$ cat config.mk
export PLATFORM = sky130hd
export DESIGN_NAME = axi_wr_tracker
export DESIGN_NICKNAME = d
export VERILOG_FILES = /design/src/rtl/axi_wr_pkg.sv /design/src/rtl/axi_wr_tracker_fifo.sv /design/src/rtl/axi_wr_tracker.sv
export SDC_FILE = /design/constraint.sdc
export NUM_CORES = 1
export LEC_CHECK = 0
export CORE_MARGIN = 2
export CORE_UTILIZATION = 53
export CTS_CLUSTER_SIZE = 16
export DETAILED_ROUTE_END_ITERATION = 8
export PLACE_DENSITY_LB_ADDON = 0.25
export SYNTH_ARGS = -nofsm -noshare
export SYNTH_HDL_FRONTEND = slang
export SYNTH_HIERARCHICAL = 1
export SYNTH_SLANG_ARGS = --single-unit
$ cat constraint.sdc
create_clock -name axi_aclk -period 5.4 [get_ports axi_aclk]
set_input_delay 1.35 -clock axi_aclk [delete_from_list [all_inputs] [get_ports axi_aclk]]
set_output_delay 1.35 -clock axi_aclk [all_outputs]
set_load 0.02 [all_outputs]
$ cat src/rtl/axi_wr_pkg.sv
// Shared types, codes and address helpers for the AXI write tracker.
package axi_wr_pkg;

  // Queue entries carry id/addr at a fixed carrier width; the top trims to IDW/AW.
  localparam int IDW_MAX = 16;
  localparam int AW_MAX  = 64;

  localparam logic [1:0] RESP_OKAY   = 2'b00;
  localparam logic [1:0] RESP_SLVERR = 2'b10;

  localparam logic [1:0] BURST_FIXED = 2'b00;
  localparam logic [1:0] BURST_INCR  = 2'b01;
  localparam logic [1:0] BURST_WRAP  = 2'b10;

  typedef enum logic {
    W_IDLE = 1'b0,
    W_DATA = 1'b1
  } w_state_e;

  typedef struct packed {
    logic [IDW_MAX-1:0] id;
    logic [AW_MAX-1:0]  addr;
    logic [7:0]         len;
    logic [2:0]         size;
    logic [1:0]         burst;
    logic               bad;
  } aw_entry_t;

  // Address of beat number 'beat' within a burst; beat 0 keeps the unaligned address.
  function automatic logic [AW_MAX-1:0] beat_addr(
    input logic [AW_MAX-1:0] addr,
    input logic [7:0]        len,
    input logic [2:0]        size,
    input logic [1:0]        burst,
    input logic [7:0]        beat
  );
    logic [AW_MAX-1:0] off;
    logic [AW_MAX-1:0] wrap_mask;
    logic [AW_MAX-1:0] lsb_mask;
    off       = AW_MAX'(beat) << size;
    wrap_mask = ((AW_MAX'(len) + AW_MAX'(1)) << size) - AW_MAX'(1);
    lsb_mask  = (AW_MAX'(1) << size) - AW_MAX'(1);
    case (burst)
      BURST_INCR: beat_addr = (beat == 8'd0) ? addr : (addr & ~lsb_mask) + off;
      BURST_WRAP: beat_addr = (addr & ~wrap_mask) | ((addr + off) & wrap_mask);
      default:    beat_addr = addr;
    endcase
  endfunction

  // A burst is unserviceable if its size exceeds the bus, its type is reserved,
  // a WRAP length is illegal, or an INCR burst's last beat lands in another 4 KB page.
  function automatic logic aw_bad(
    input logic [11:0] addr_lo,
    input logic [7:0]  len,
    input logic [2:0]  size,
    input logic [1:0]  burst,
    input logic [2:0]  max_size
  );
    logic [15:0] start;
    logic [15:0] span;
    logic        wrap_len_ok;
    start       = {4'd0, addr_lo & ~((12'd1 << size) - 12'd1)};
    span        = 16'(len) << size;
    wrap_len_ok = (len == 8'd1) || (len == 8'd3) || (len == 8'd7) || (len == 8'd15);
    aw_bad = (size > max_size) || (burst == 2'b11) ||
             ((burst == BURST_WRAP) && !wrap_len_ok) ||
             ((burst == BURST_INCR) && ((start + span) > 16'h0FFF));
  endfunction

endpackage

$ cat src/rtl/axi_wr_tracker_fifo.sv
// Single-clock FIFO with synchronous reset; head word is visible on rdata_o.
module axi_sync_fifo #(
  parameter int WIDTH = 8,
  parameter int DEPTH = 4
) (
  input  logic                     clk_i,
  input  logic                     rst_i,
  input  logic                     push_i,
  input  logic [WIDTH-1:0]         wdata_i,
  input  logic                     pop_i,
  output logic [WIDTH-1:0]         rdata_o,
  output logic                     full_o,
  output logic                     empty_o,
  output logic [$clog2(DEPTH):0]   count_o
);
  localparam int PW = $clog2(DEPTH);
  localparam int CW = PW + 1;
  localparam logic [CW-1:0] FULL_CNT = CW'(DEPTH);

  logic [WIDTH-1:0] mem_q [DEPTH];
  logic [PW-1:0]    wr_ptr_q;
  logic [PW-1:0]    rd_ptr_q;
  logic [CW-1:0]    count_q;
  logic             push_ok;
  logic             pop_ok;

  assign full_o  = (count_q == FULL_CNT);
  assign empty_o = (count_q == '0);
  assign count_o = count_q;
  assign rdata_o = mem_q[rd_ptr_q];
  assign push_ok = push_i & ~full_o;
  assign pop_ok  = pop_i & ~empty_o;

  // Storage array; contents are don't-care until written.
  always_ff @(posedge clk_i) begin
    if (push_ok) mem_q[wr_ptr_q] <= wdata_i;
  end

  // Pointer and occupancy bookkeeping.
  always_ff @(posedge clk_i) begin
    if (rst_i) begin
      wr_ptr_q <= '0;
      rd_ptr_q <= '0;
      count_q  <= '0;
    end else begin
      if (push_ok) wr_ptr_q <= wr_ptr_q + PW'(1);
      if (pop_ok)  rd_ptr_q <= rd_ptr_q + PW'(1);
      case ({push_ok, pop_ok})
        2'b10:   count_q <= count_q + CW'(1);
        2'b01:   count_q <= count_q - CW'(1);
        default: count_q <= count_q;
      endcase
    end
  end
endmodule

$ cat src/rtl/axi_wr_tracker.sv
// AXI write slave: queues AW bursts, walks per-beat addresses, checks WLAST,
// and returns in-order B responses. Bursts live in the AW queue until their
// last beat, then move to the B queue, so outstanding = aw_count + b_count.
module axi_wr_tracker #(
  parameter int IDW     = 4,
  parameter int AW      = 32,
  parameter int DW      = 64,
  parameter int MAX_OUT = 4
) (
  input  logic                      axi_aclk,
  input  logic                      axi_areset,
  input  logic [IDW-1:0]            s_awid,
  input  logic [AW-1:0]             s_awaddr,
  input  logic [7:0]                s_awlen,
  input  logic [2:0]                s_awsize,
  input  logic [1:0]                s_awburst,
  input  logic                      s_awvalid,
  output logic                      s_awready,
  input  logic [DW-1:0]             s_wdata,
  input  logic [DW/8-1:0]           s_wstrb,
  input  logic                      s_wlast,
  input  logic                      s_wvalid,
  output logic                      s_wready,
  output logic [IDW-1:0]            s_bid,
  output logic [1:0]                s_bresp,
  output logic                      s_bvalid,
  input  logic                      s_bready,
  output logic                      wr_en,
  output logic [AW-1:0]             wr_addr,
  output logic [DW-1:0]             wr_data,
  output logic [DW/8-1:0]           wr_strb,
  output logic                      err_wlast,
  output logic [$clog2(MAX_OUT):0]  outstanding
);
  import axi_wr_pkg::*;

  localparam int OW = $clog2(MAX_OUT) + 1;
  localparam int BW = IDW + 2;
  localparam logic [OW-1:0] OUT_MAX  = OW'(MAX_OUT);
  localparam logic [2:0]    MAX_SIZE = 3'($clog2(DW/8));

  aw_entry_t         aw_in, aw_head;
  logic              aw_full, aw_empty;
  logic [OW-1:0]     aw_count;
  logic [BW-1:0]     b_in, b_head;
  logic              b_full, b_empty;
  logic [OW-1:0]     b_count;

  w_state_e          state_q;
  logic [7:0]        beat_q;
  logic              berr_q;
  logic              err_wlast_q;
  logic              wr_en_q;
  logic [AW-1:0]     wr_addr_q;
  logic [DW-1:0]     wr_data_q;
  logic [DW/8-1:0]   wr_strb_q;

  logic              aw_hs, w_hs, b_hs;
  logic              last_beat, wlast_mismatch, w_done, aw_more;
  logic [AW-1:0]     wr_addr_d;
  logic [1:0]        resp_d;

  assign outstanding = aw_count + b_count;
  assign s_awready   = (outstanding < OUT_MAX);
  assign s_wready    = (state_q == W_DATA);
  assign s_bvalid    = ~b_empty;
  assign s_bid       = b_empty ? '0 : b_head[BW-1:2];
  assign s_bresp     = b_empty ? RESP_OKAY : b_head[1:0];

  assign aw_hs = s_awvalid & s_awready;
  assign w_hs  = s_wvalid & s_wready;
  assign b_hs  = s_bvalid & s_bready;

  assign aw_in = '{id:    IDW_MAX'(s_awid),
                   addr:  AW_MAX'(s_awaddr),
                   len:   s_awlen,
                   size:  s_awsize,
                   burst: s_awburst,
                   bad:   aw_bad(s_awaddr[11:0], s_awlen, s_awsize, s_awburst, MAX_SIZE)};

  assign last_beat      = (beat_q == aw_head.len);
  assign wlast_mismatch = s_wlast ^ last_beat;
  assign w_done         = w_hs & last_beat;
  assign aw_more        = |aw_count[OW-1:1];
  assign wr_addr_d      = AW'(beat_addr(aw_head.addr, aw_head.len, aw_head.size,
                                        aw_head.burst, beat_q));
  assign resp_d         = (aw_head.bad | berr_q | wlast_mismatch) ? RESP_SLVERR : RESP_OKAY;
  assign b_in           = {IDW'(aw_head.id), resp_d};

  axi_sync_fifo #(.WIDTH($bits(aw_entry_t)), .DEPTH(MAX_OUT)) u_aw_q (
    .clk_i   (axi_aclk),
    .rst_i   (axi_areset),
    .push_i  (aw_hs & ~aw_full),
    .wdata_i (aw_in),
    .pop_i   (w_done),
    .rdata_o (aw_head),
    .full_o  (aw_full),
    .empty_o (aw_empty),
    .count_o (aw_count)
  );

  axi_sync_fifo #(.WIDTH(BW), .DEPTH(MAX_OUT)) u_b_q (
    .clk_i   (axi_aclk),
    .rst_i   (axi_areset),
    .push_i  (w_done & ~b_full),
    .wdata_i (b_in),
    .pop_i   (b_hs),
    .rdata_o (b_head),
    .full_o  (b_full),
    .empty_o (b_empty),
    .count_o (b_count)
  );

  // W channel FSM with registered backend beat and sticky WLAST error.
  always_ff @(posedge axi_aclk) begin
    if (axi_areset) begin
      state_q     <= W_IDLE;
      beat_q      <= '0;
      berr_q      <= 1'b0;
      err_wlast_q <= 1'b0;
      wr_en_q     <= 1'b0;
      wr_addr_q   <= '0;
      wr_data_q   <= '0;
      wr_strb_q   <= '0;
    end else begin
      wr_en_q <= w_hs & ~aw_head.bad;
      if (w_hs) begin
        wr_addr_q <= wr_addr_d;
        wr_data_q <= s_wdata;
        wr_strb_q <= s_wstrb;
        if (wlast_mismatch) err_wlast_q <= 1'b1;
      end
      case (state_q)
        W_IDLE: begin
          if (!aw_empty) begin
            state_q <= W_DATA;
            beat_q  <= '0;
            berr_q  <= 1'b0;
          end
        end
        W_DATA: begin
          if (w_hs) begin
            if (last_beat) begin
              beat_q  <= '0;
              berr_q  <= 1'b0;
              state_q <= aw_more ? W_DATA : W_IDLE;
            end else begin
              beat_q <= beat_q + 8'd1;
              berr_q <= berr_q | wlast_mismatch;
            end
          end
        end
        default: state_q <= W_IDLE;
      endcase
    end
  end

  assign wr_en     = wr_en_q;
  assign wr_addr   = wr_addr_q;
  assign wr_data   = wr_data_q;
  assign wr_strb   = wr_strb_q;
  assign err_wlast = err_wlast_q;

endmodule

==> results of run 1 <==
[per-stage QoR]
step | cell area (µm²) | power [W]
after floorplan | 18840 | 0.003862
after global placement | 21540 | 0.004322
after detailed placement | 21540 | 0.004341
after CTS | 22720 | 0.006843
after global routing | 22730 | 0.007073
final | 22730 | 0.006801
[path summary, 6_finish.rpt]
| path | to | slack (ps) | from | cells past startpoint |
|---|---|---|---|---|
| worst max register to register | wr_addr[25]$_SDFFE_PP0P_ | 430 | flop | 15 |
| worst min register to register | wr_data[18]$_SDFFE_PP0P_ | 450 | wr_data[18]$_SDFFE_PP0P_ | 2 |
| worst min-delay path | wr_data[18]$_SDFFE_PP0P_ | 450 | wr_data[18]$_SDFFE_PP0P_ | 2 |
| worst max-delay path | wr_addr[25]$_SDFFE_PP0P_ | 430 | flop | 15 |
[cell type report]
type | instances | area [µm²]
diodes | 1 | 2.502
clock inverters | 20 | 162.7
well taps | 461 | 576.8
fillers | 2790 | 12580
multi-input cells | 1243 | 8608
clock buffers | 49 | 1023
flip-flops and latches | 358 | 9414
inverters | 52 | 195.2
repair buffers | 281 | 2743
[placed cells by master, fill, tap and decap left out, types with 17 or more instances in the layout]
cell type	n
a211oi_1	17
a21o_1	17
a21oi_1	149
and2_1	19
buf_4	36
clkbuf_16	39
clkdlybuf4s50_1	243
dfxtp_1	132
edfxtp_1	224
ha_1	61
inv_1	51
mux2i_1	23
mux4_2	56
nand2_1	253
nand3_1	36
nor2_1	116
nor3_1	30
o21ai_0	88
or3_1	23
xnor2_1	28
xor2_1	31
[state kept, by name (all words and copies together) (netlist names), named ones only]
name / cells
s_wready: 1
wr_strb: 8
u_aw_q/count_o: 3
wr_data: 64
u_b_q/wr_ptr_q: 2
u_b_q/mem_q: 24
u_aw_q/rd_ptr_q: 2
u_b_q/rd_ptr_q: 2
berr_q: 1
beat_q: 8
wr_en: 1
u_aw_q/mem_q: 200
u_aw_q/wr_ptr_q: 2
wr_addr: 32
err_wlast: 1
u_b_q/count_o: 3
[routing by layer]
| metal | GRT usage | routed length (µm) | vias up |
|---|---|---|---|
| met2 | 0.4862 | 25510 | 613 |
| li1 | - | - | 6977 |
| met1 | 0.3764 | 22420 | 7319 |
| met3 | 0.04874 | 3864 | 106 |
| met5 | 0 | 0 | - |
| met4 | 0.1136 | 1792 | 0 |
[critical path: stages (launching register included)]
cell,delay [ps]
dfxtp_4,410
mux4_2,720
buf_4,260
mux2_2,290
o21ai_0,220
o21ai_0,190
ha_1,410
and4_1,230
or3b_2,460
a31oi_1,180
nor3_1,120
o21ai_0,360
nand2_1,310
o311a_1,430
a21oi_1,130
a211oi_1,80
[report_power, final]
part	internal (W)	switching, W	total, W
logic	0.000478	0.000734	0.00121
registers	0.00303	0.0000561	0.00309
clock network	0.00144	0.00106	0.00250
total	0.00495	0.00185	0.00680
==> metrics.cfg, run 1 <==
[status]
status=completed

[sta]
rsz0062_at_grt=false
worstMarginPinSlew_ps=865.1
fin_crit_sh=0.9202
worst_clock_skew_ps=20.57
fmax_ghz=0.2012
final.setup.worst_slack_ps=430.8
fin_setup_tns_ps=0
slew_headroom=0.4233
whs_ps=453.9
setup_viol=0
min_period_ps=4969
slew_violations=0
hold_violations=0

[floorplanning]
core_area_um2=35310
die_x_um=192.5
dieHeight_um=192.5
start_util=0.5331
std_cell_rows=69
io_pins=245
die-area_um2=37040

[power_and_ir_drop]
p_per_area_nw_per_um2=299.3
peakVddDrop_uv=254.4
power_leakage_nw=7.921

[clock_network]
cts_tree=yes
clk_latency_ps=550
ctsHoldBuffers=0
path_clk_slew_ps=60
cts.sinks=358
cts_buffers=38
clock-root-buffer=clkbuf_16
cts-htree-levels=2
clock_path_buffers=3
cts_setup_buffers=0
postCtsResizedCells=0

[routing]
first_pass_iters=5
post-route-drc-count=0
detail-route-antenna-nets=0
wl_per_cell_um=21.74
vias_per_cell=6.091
drt_first_iter_violations=1235
num_vias=15020
wl_mm=53.58

[finish]
drive_above_1_share=0.09586
syn2layout_area_growth_pct=20.72
fin_nets=2168
final_core_util=0.6436
final_cells=2465

[run]
drv_cap=0

[logic_synthesis]
postSynthCellCount=1781
yosysWarningCount=6
syn_area_um2=18830
avgSynthCellArea_um2=10.57

[global_routing]
grt_pass1_wl_mm=82.06
grt_util_all_layers=0.2899
antenna_found_initial=1
grt_pass1_vias=14430
grt_overflow=0
grt_start_max_net_pins=82

[critical_path]
cp_max_fo=16
cp.arrival_ps=5360
worstPathRequired_ps=5790
start_kind=flop
cp-end-kind=flop
worstSetupPathType=reg -> reg

[place]
place_hpwl_mm=38.14
dp_slack_ps=477.3
numPortBuffers=244
place_inst=2395
gp_congestion=0.9668

[worst_hold_path]
hold_class=reg -> reg

Power figures use the tool's default switching activity.
==> inputs of run 2 (changes only) <==
- CORE_ASPECT_RATIO: not set -> 1.1
- CORE_UTILIZATION: 53 -> 51
- SYNTH_HIERARCHICAL: 1 -> not set
==> metrics.cfg, run 2 <==
[floorplanning]
start_util=0.5170  ; -0.01610
std_cell_rows=73  ; +5.8%
dieHeight_um=204.6  ; +6.3%
die-area_um2=38120  ; +2.9%
core_area_um2=36080  ; +2.2%
io_pins=245  ; unchanged
die_x_um=186.4  ; -3.2%

[logic_synthesis]
yosysWarningCount=0  ; -6
synth.area.mux_share=0.09840
ys_types=93
synth_top_family_by_area=compound AO/OA/AOI/OAI gates
synthXorXnorAreaFrac=0.02723
async_flop_share=0
seq_area_frac_synth=0.4980
syn_area_um2=18650  ; -0.91%
synth_seq_cells=354
postSynthCellCount=1723  ; -3.3%
yosysTopAreaCell=edfxtp_1
synthSimpleGateAreaFrac=0.1423
synth_commonest_cells=235 x nand2_1, 220 x edfxtp_1, 144 x a21oi_1, 134 x dfxtp_1, 119 x nor2_1
synthAdderAreaFrac=0.04802
synth_compound_area_frac=0.1521
synth_top_area_share=0.3541
synth-edff-count=220
post-synth-top-count-cell=nand2_1
ys.flop_type=edfxtp_1
yosys-top-cells-area=edfxtp_1 35%, dfxtp_1 14%, mux4_2 7.0%
avgSynthCellArea_um2=10.83  ; +2.4%
synth.net_count=1918

[sta]
worst_clock_skew_ps=16.22  ; -4.357 ps
rsz0062_at_grt=false
fmax_ghz=0.1994  ; -0.90%
fin_setup_tns_ps=0  ; unchanged
setup_viol=0  ; unchanged
worstMarginPinSlew_ps=1172  ; +307.4 ps
hold_violations=0  ; unchanged
slew_headroom=0.2155  ; -0.2078
whs_ps=451.8  ; -2.077 ps
min_period_ps=5014  ; +45.14 ps
slew_violations=0  ; unchanged
fin_crit_sh=0.9286  ; +0.008360

[critical_path]
slowest_stage=a2111oi_1
endpoint=wr_addr[29]$_SDFFE_PP0P_
cp.arrival_ps=5400  ; +40 ps
worstSetupPathType=reg -> reg
worst_path_most_repeated_cell=ha_1
cp_max_fo=14  ; -2
worstPathRequired_ps=5790  ; about the same
reg2reg_to=wr_addr[29]$_SDFFE_PP0P_
r2r_setup_slack_ps=390  ; -50 ps
worst-path-stages=17  ; +2
start_kind=flop
crit_buf_inv=1  ; unchanged
cp-end-kind=flop
path_cells=mux4_2, nor2_1, nand2_1, ha_1, or3_1, and3_1, ha_1, a21o_1, a2111oi_1, o41a_1, a21oi_1, o21ai_2, buf_4, nor3_1, mux2_2, a221oi_1, a311oi_1
reg2regPathDepth=17  ; +2
cpPeakStageDelay_ps=620  ; -100 ps
cp_top_family=compound AO/OA/AOI/OAI gates

[routing]
post-route-drc-count=0  ; unchanged
detail-route-antenna-nets=0  ; unchanged
wl_mm=51.10  ; -4.6%
vias_per_cell=5.967  ; -2.0%
first_pass_iters=8  ; +3
num_vias=14640  ; -2.5%
drt_first_iter_violations=1304  ; +5.6%
wl_per_cell_um=20.82  ; -4.2%

[worst_hold_path]
hold_class=reg -> reg

[place]
numPortBuffers=243  ; -0.41%
placed_area_um2=21630  ; +0.44%
gp_congestion=0.9594  ; -0.77%
place_hpwl_mm=36.05  ; -5.5%

[clock_network]
cts-htree-levels=2  ; unchanged
clock_path_buffers=3  ; unchanged
cts_buffers=38  ; unchanged
cts_tree=yes
ctsHoldBuffers=0  ; unchanged
clk_latency_ps=540  ; about the same
cts.sinks=354  ; -1.1%
path_clk_slew_ps=70  ; about the same
clock-root-buffer=clkbuf_16

[global_routing]
met2_usage=0.4424  ; -0.04373
busiest_layer=met2
grt_start_max_net_pins=83  ; +1.2%
grt_pass1_wl_mm=79.90  ; -2.6%
grt_overflow=0  ; unchanged
grt_use_met1=0.3655  ; -0.01090
antenna_found_initial=0  ; -1
gr-usage-met3=0.04232  ; -0.006420
grt_pass1_vias=13950  ; -3.3%
grt_util_all_layers=0.2665  ; -0.02336

[finish]
final_common_cell=clkdlybuf4s50_1
max_flop_register=u_aw_q.mem_q
largest_reg_flops=200  ; unchanged
nFillCells=2814  ; +0.86%
n_antenna_cell=0  ; -1
syn2layout_area_growth_pct=22.77
final_core_util=0.6348  ; -0.008815
postLayoutCellArea_um2=22900  ; +0.78%
drive_above_1_share=0.1108  ; +0.01497
most-common-layout-cells=242 x clkdlybuf4s50_1, 234 x nand2_1, 220 x edfxtp_1
fin_nets=2133  ; -1.6%

[power_and_ir_drop]
peakVddDrop_uv=271.2  ; +6.6%
p_per_area_nw_per_um2=302.9  ; +1.2%
power_w=0.006938  ; +2.0%
power_leakage_nw=8.057  ; +1.7%

[run]
drv_cap=0  ; unchanged

[status]
status=completed

[run 2: changes by cell type in the layout (fill, tap and decap cells not counted), sizes merged, moves of 11 or more]
cell | previous run | this run
o21ai | 95 | 59
and2 | 24 | 39
nand2 | 254 | 235
o211ai | 14 | 3
mux2i | 23 | 36
xor2 | 31 | 20
[run 2: area by class of cell]
cell class / count / area, µm² / share of cell area
clock inverters: 23 / 266.5 / 0.01164
flip-flops and latches: 354 / 9294 / 0.4058
well taps: 487 / 609.3 / 0.02661
multi-input cells: 1214 / 8770 / 0.3829
inverters: 43 / 161.4 / 0.007048
clock buffers: 46 / 991.0 / 0.04327
repair buffers: 287 / 2810 / 0.1227
[run 2: power breakdown]
part           internal, W  switching [W]  total [W]
sequential         0.00301      0.0000572    0.00307
combinational     0.000502       0.000736    0.00124
clock              0.00156        0.00107    0.00263
[run 2: repair_timing]
action | in CTS | in global routing
gates resized for setup | 0 | 3
endpoints found under the setup margin | 0 | 9
buffers inserted | 0 | 0
[run 2: per-stage QoR]
step | cells | worst slack (ps)
5_1_grt | 2454 | 6.335
6_report | 2454 | 385.6
4_1_cts | 2454 | 256.0
2_1_floorplan | 1723 | 87.40
3_3_place_gp | 2385 | 260.4
3_5_place_dp | 2385 | 243.2
[run 2: worst register-to-register path, delay by kind of cell (launching register included)]
kind	cells	cell delay [ps]
AOI/OAI and AO/OA	7	1870
and+or+nand+nor	5	960
muxes	2	830
adders and majority gates	2	520
DFF	1	480
buffers and inverters	1	190
[run 2: worst min path at each step]
stage,from,end,cells after the start
floorplan,berr_q$_SDFFE_PP0P_,berr_q$_SDFFE_PP0P_,2
global placement,wr_data[54]$_SDFFE_PP0P_,wr_data[54]$_SDFFE_PP0P_,2
detailed placement,wr_data[27]$_SDFFE_PP0P_,wr_data[27]$_SDFFE_PP0P_,2
CTS,wr_data[53]$_SDFFE_PP0P_,wr_data[53]$_SDFFE_PP0P_,2
global route,wr_data[19]$_SDFFE_PP0P_,wr_data[19]$_SDFFE_PP0P_,2
finish,wr_data[63]$_SDFFE_PP0P_,wr_data[63]$_SDFFE_PP0P_,2
[run 2: logic make-up after synthesis]
kind of cell	count (synthesis)
simple gates	561
compound gates	417
flops	354
buf+inv	155
mux	109
fa+ha+maj	68
xor+xnor	58
other cells	1
[run 2: routing by layer]
metal	part of all wire	vias to the layer above
li1	-	6852
met1	0.44	7132
met2	0.47	587
met5	0	-
met4	0.024	0
met3	0.063	73
==> inputs of run 3 (changes only) <==
- SLEW_MARGIN: not set -> 20
==> metrics.cfg, run 3 (synthesis gave the netlist of run 2 again) <==
[critical_path]
cpPeakStageDelay_ps=620  ; about the same
worst_path_most_repeated_cell=ha_1
worstPathRequired_ps=5790  ; about the same
cp_top_family=compound AO/OA/AOI/OAI gates
start_kind=flop
slowest_stage=a2111oi_1
cp.arrival_ps=5400  ; about the same
path_cells=mux4_2, nor2_1, nand2_1, ha_1, or3_1, and3_1, ha_1, a21o_1, a2111oi_1, o41a_1, a21oi_1, o21ai_2, buf_4, nor3_1, mux2_2, a221oi_1, a311oi_1
worstSetupPathType=reg -> reg
cp-end-kind=flop
crit_buf_inv=1  ; unchanged
cp_max_fo=14  ; unchanged

[finish]
syn2layout_area_growth_pct=22.79  ; about the same
max_flop_register=u_aw_q.mem_q
drive_above_1_share=0.1113  ; +0.0005084
seq_area_um2=9294  ; unchanged
postLayoutCellArea_um2=22900  ; about the same
fin_nets=2133  ; unchanged
most-common-layout-cells=242 x clkdlybuf4s50_1, 234 x nand2_1, 220 x edfxtp_1
n_antenna_cell=0  ; unchanged
final_common_cell=clkdlybuf4s50_1
multiInputGateArea_um2=8772  ; about the same
nFillCells=2814  ; unchanged
largest_reg_flops=200  ; unchanged

[routing]
post-route-drc-count=0  ; unchanged
wl_mm=51.13  ; about the same
drt_first_iter_violations=1309  ; +0.38%
vias_per_cell=5.964  ; about the same
first_pass_iters=6  ; -2
detail-route-antenna-nets=0  ; unchanged
num_vias=14640  ; -0.055%
wl_per_cell_um=20.84  ; about the same

[global_routing]
gr-usage-met3=0.04232  ; unchanged
met2_usage=0.4424  ; unchanged
grt_overflow=0  ; unchanged
grt_use_met1=0.3655  ; unchanged
antenna_found_initial=0  ; unchanged
grt_start_max_net_pins=83  ; unchanged
busiest_layer=met2
grt_pass1_vias=13950  ; unchanged
grt_pass1_wl_mm=79.90  ; unchanged
grt_util_all_layers=0.2665  ; unchanged

[clock_network]
cts-htree-levels=2  ; unchanged
clk_latency_ps=540  ; about the same
cts.sinks=354  ; unchanged
path_clk_slew_ps=70  ; about the same
clock_path_buffers=3  ; unchanged
cts_tree=yes
clock-root-buffer=clkbuf_16
cts_buffers=38  ; unchanged

[run]
drv_cap=0  ; unchanged

[floorplanning]
io_pins=245  ; unchanged
std_cell_rows=73  ; unchanged
die-area_um2=38120  ; unchanged
dieHeight_um=204.6  ; unchanged
start_util=0.5170  ; unchanged
core_area_um2=36080  ; unchanged
die_x_um=186.4  ; unchanged

[sta]
fin_setup_tns_ps=0  ; unchanged
min_period_ps=5012  ; -1.936 ps
slew_violations=0  ; unchanged
hold_violations=0  ; unchanged
fin_crit_sh=0.9282  ; about the same
setup_viol=0  ; unchanged
slew_headroom=0.3744  ; +0.1589
fmax_ghz=0.1995  ; about the same
worstMarginPinSlew_ps=938.4  ; -234.0 ps
worst_clock_skew_ps=15.81  ; -0.4077 ps
rsz0062_at_grt=false

[power_and_ir_drop]
power_leakage_nw=8.056  ; about the same
p_per_area_nw_per_um2=302.9  ; about the same
peakVddDrop_uv=271.2  ; about the same

[status]
status=completed

[place]
numPortBuffers=243  ; unchanged
gp_congestion=0.9594  ; unchanged
place_hpwl_mm=36.05  ; unchanged
placed_area_um2=21630  ; unchanged

[worst_hold_path]
hold_class=reg -> reg

==> run 3: cell count changes in the layout (fill, tap and decap cells not counted) <==
cell and delta:
nor2_1 -1, nor2_2 +1, o21ai_0 -1, o21ai_1 +1
==> run 3: cell type report <==
| cell class | count | share of cell area |
|---|---|---|
| clock buffer | 46 | 0.04326 |
| timing repair buffer | 287 | 0.1227 |
| sequential | 354 | 0.4058 |
| inverter | 43 | 0.007047 |
| multi-input combinational | 1214 | 0.3830 |
| clock inverter | 23 | 0.01164 |
| tap | 487 | 0.02660 |
==> run 3: per-stage QoR <==
step	util	instances	hold slack (ps)	worst slack, ps	power (W)
after floorplan	-	1723	455.2	87.40	0.003862
after global placement	0.5995	2385	440.8	260.4	0.004325
after detailed placement	0.5995	2385	445.5	243.2	0.004344
after CTS	0.6344	2454	453.8	256.0	0.006969
after global routing	0.6349	2454	463.7	6.335	0.007192
final	0.6349	2454	451.8	387.6	0.006939
==> run 3: final timing paths <==
kind                            slack (ps)  cells after the start                  endpoint                startpoint
worst min register to register         450                      2  wr_data[63]$_SDFFE_PP0P_  wr_data[63]$_SDFFE_PP0P_
worst min-delay path                   450                      2  wr_data[63]$_SDFFE_PP0P_  wr_data[63]$_SDFFE_PP0P_
worst max-delay path                   390                     17  wr_addr[29]$_SDFFE_PP0P_                      flop
worst max register to register         390                     17  wr_addr[29]$_SDFFE_PP0P_                      flop
==> run 3: metal layers <==
metal / share of wire / up-vias
li1: - / 6850
met1: 0.44 / 7138
met2: 0.47 / 579
met3: 0.064 / 69
met4: 0.024 / 0
met5: 0 / -
==> run 3: worst reg2reg max path: stages (launching register included) <==
cell and delay (ps):
dfxtp_4 480, mux4_2 550, nor2_1 240, nand2_1 130, ha_1 210, or3_1 360
and3_1 170, ha_1 310, a21o_1 210, a2111oi_1 620, o41a_1 300, a21oi_1 160
o21ai_2 200, buf_4 190, nor3_1 60, mux2_2 280, a221oi_1 250, a311oi_1 130
==> run 3: power by group <==
part / switching (W) / total (W) / leakage, nW / internal (W)
clock: 0.00107 / 0.00263 / 0.608 / 0.00156
sequential: 0.0000573 / 0.00307 / 3.10 / 0.00301
combinational: 0.000736 / 0.00124 / 4.34 / 0.000502
==> run 3: repair_timing <==
item / CTS / global route
setup endpoints to repair: 0 / 9
setup buffers: 0 / 0
hold buffers: 0 / 0
gates resized for setup: 0 / 3
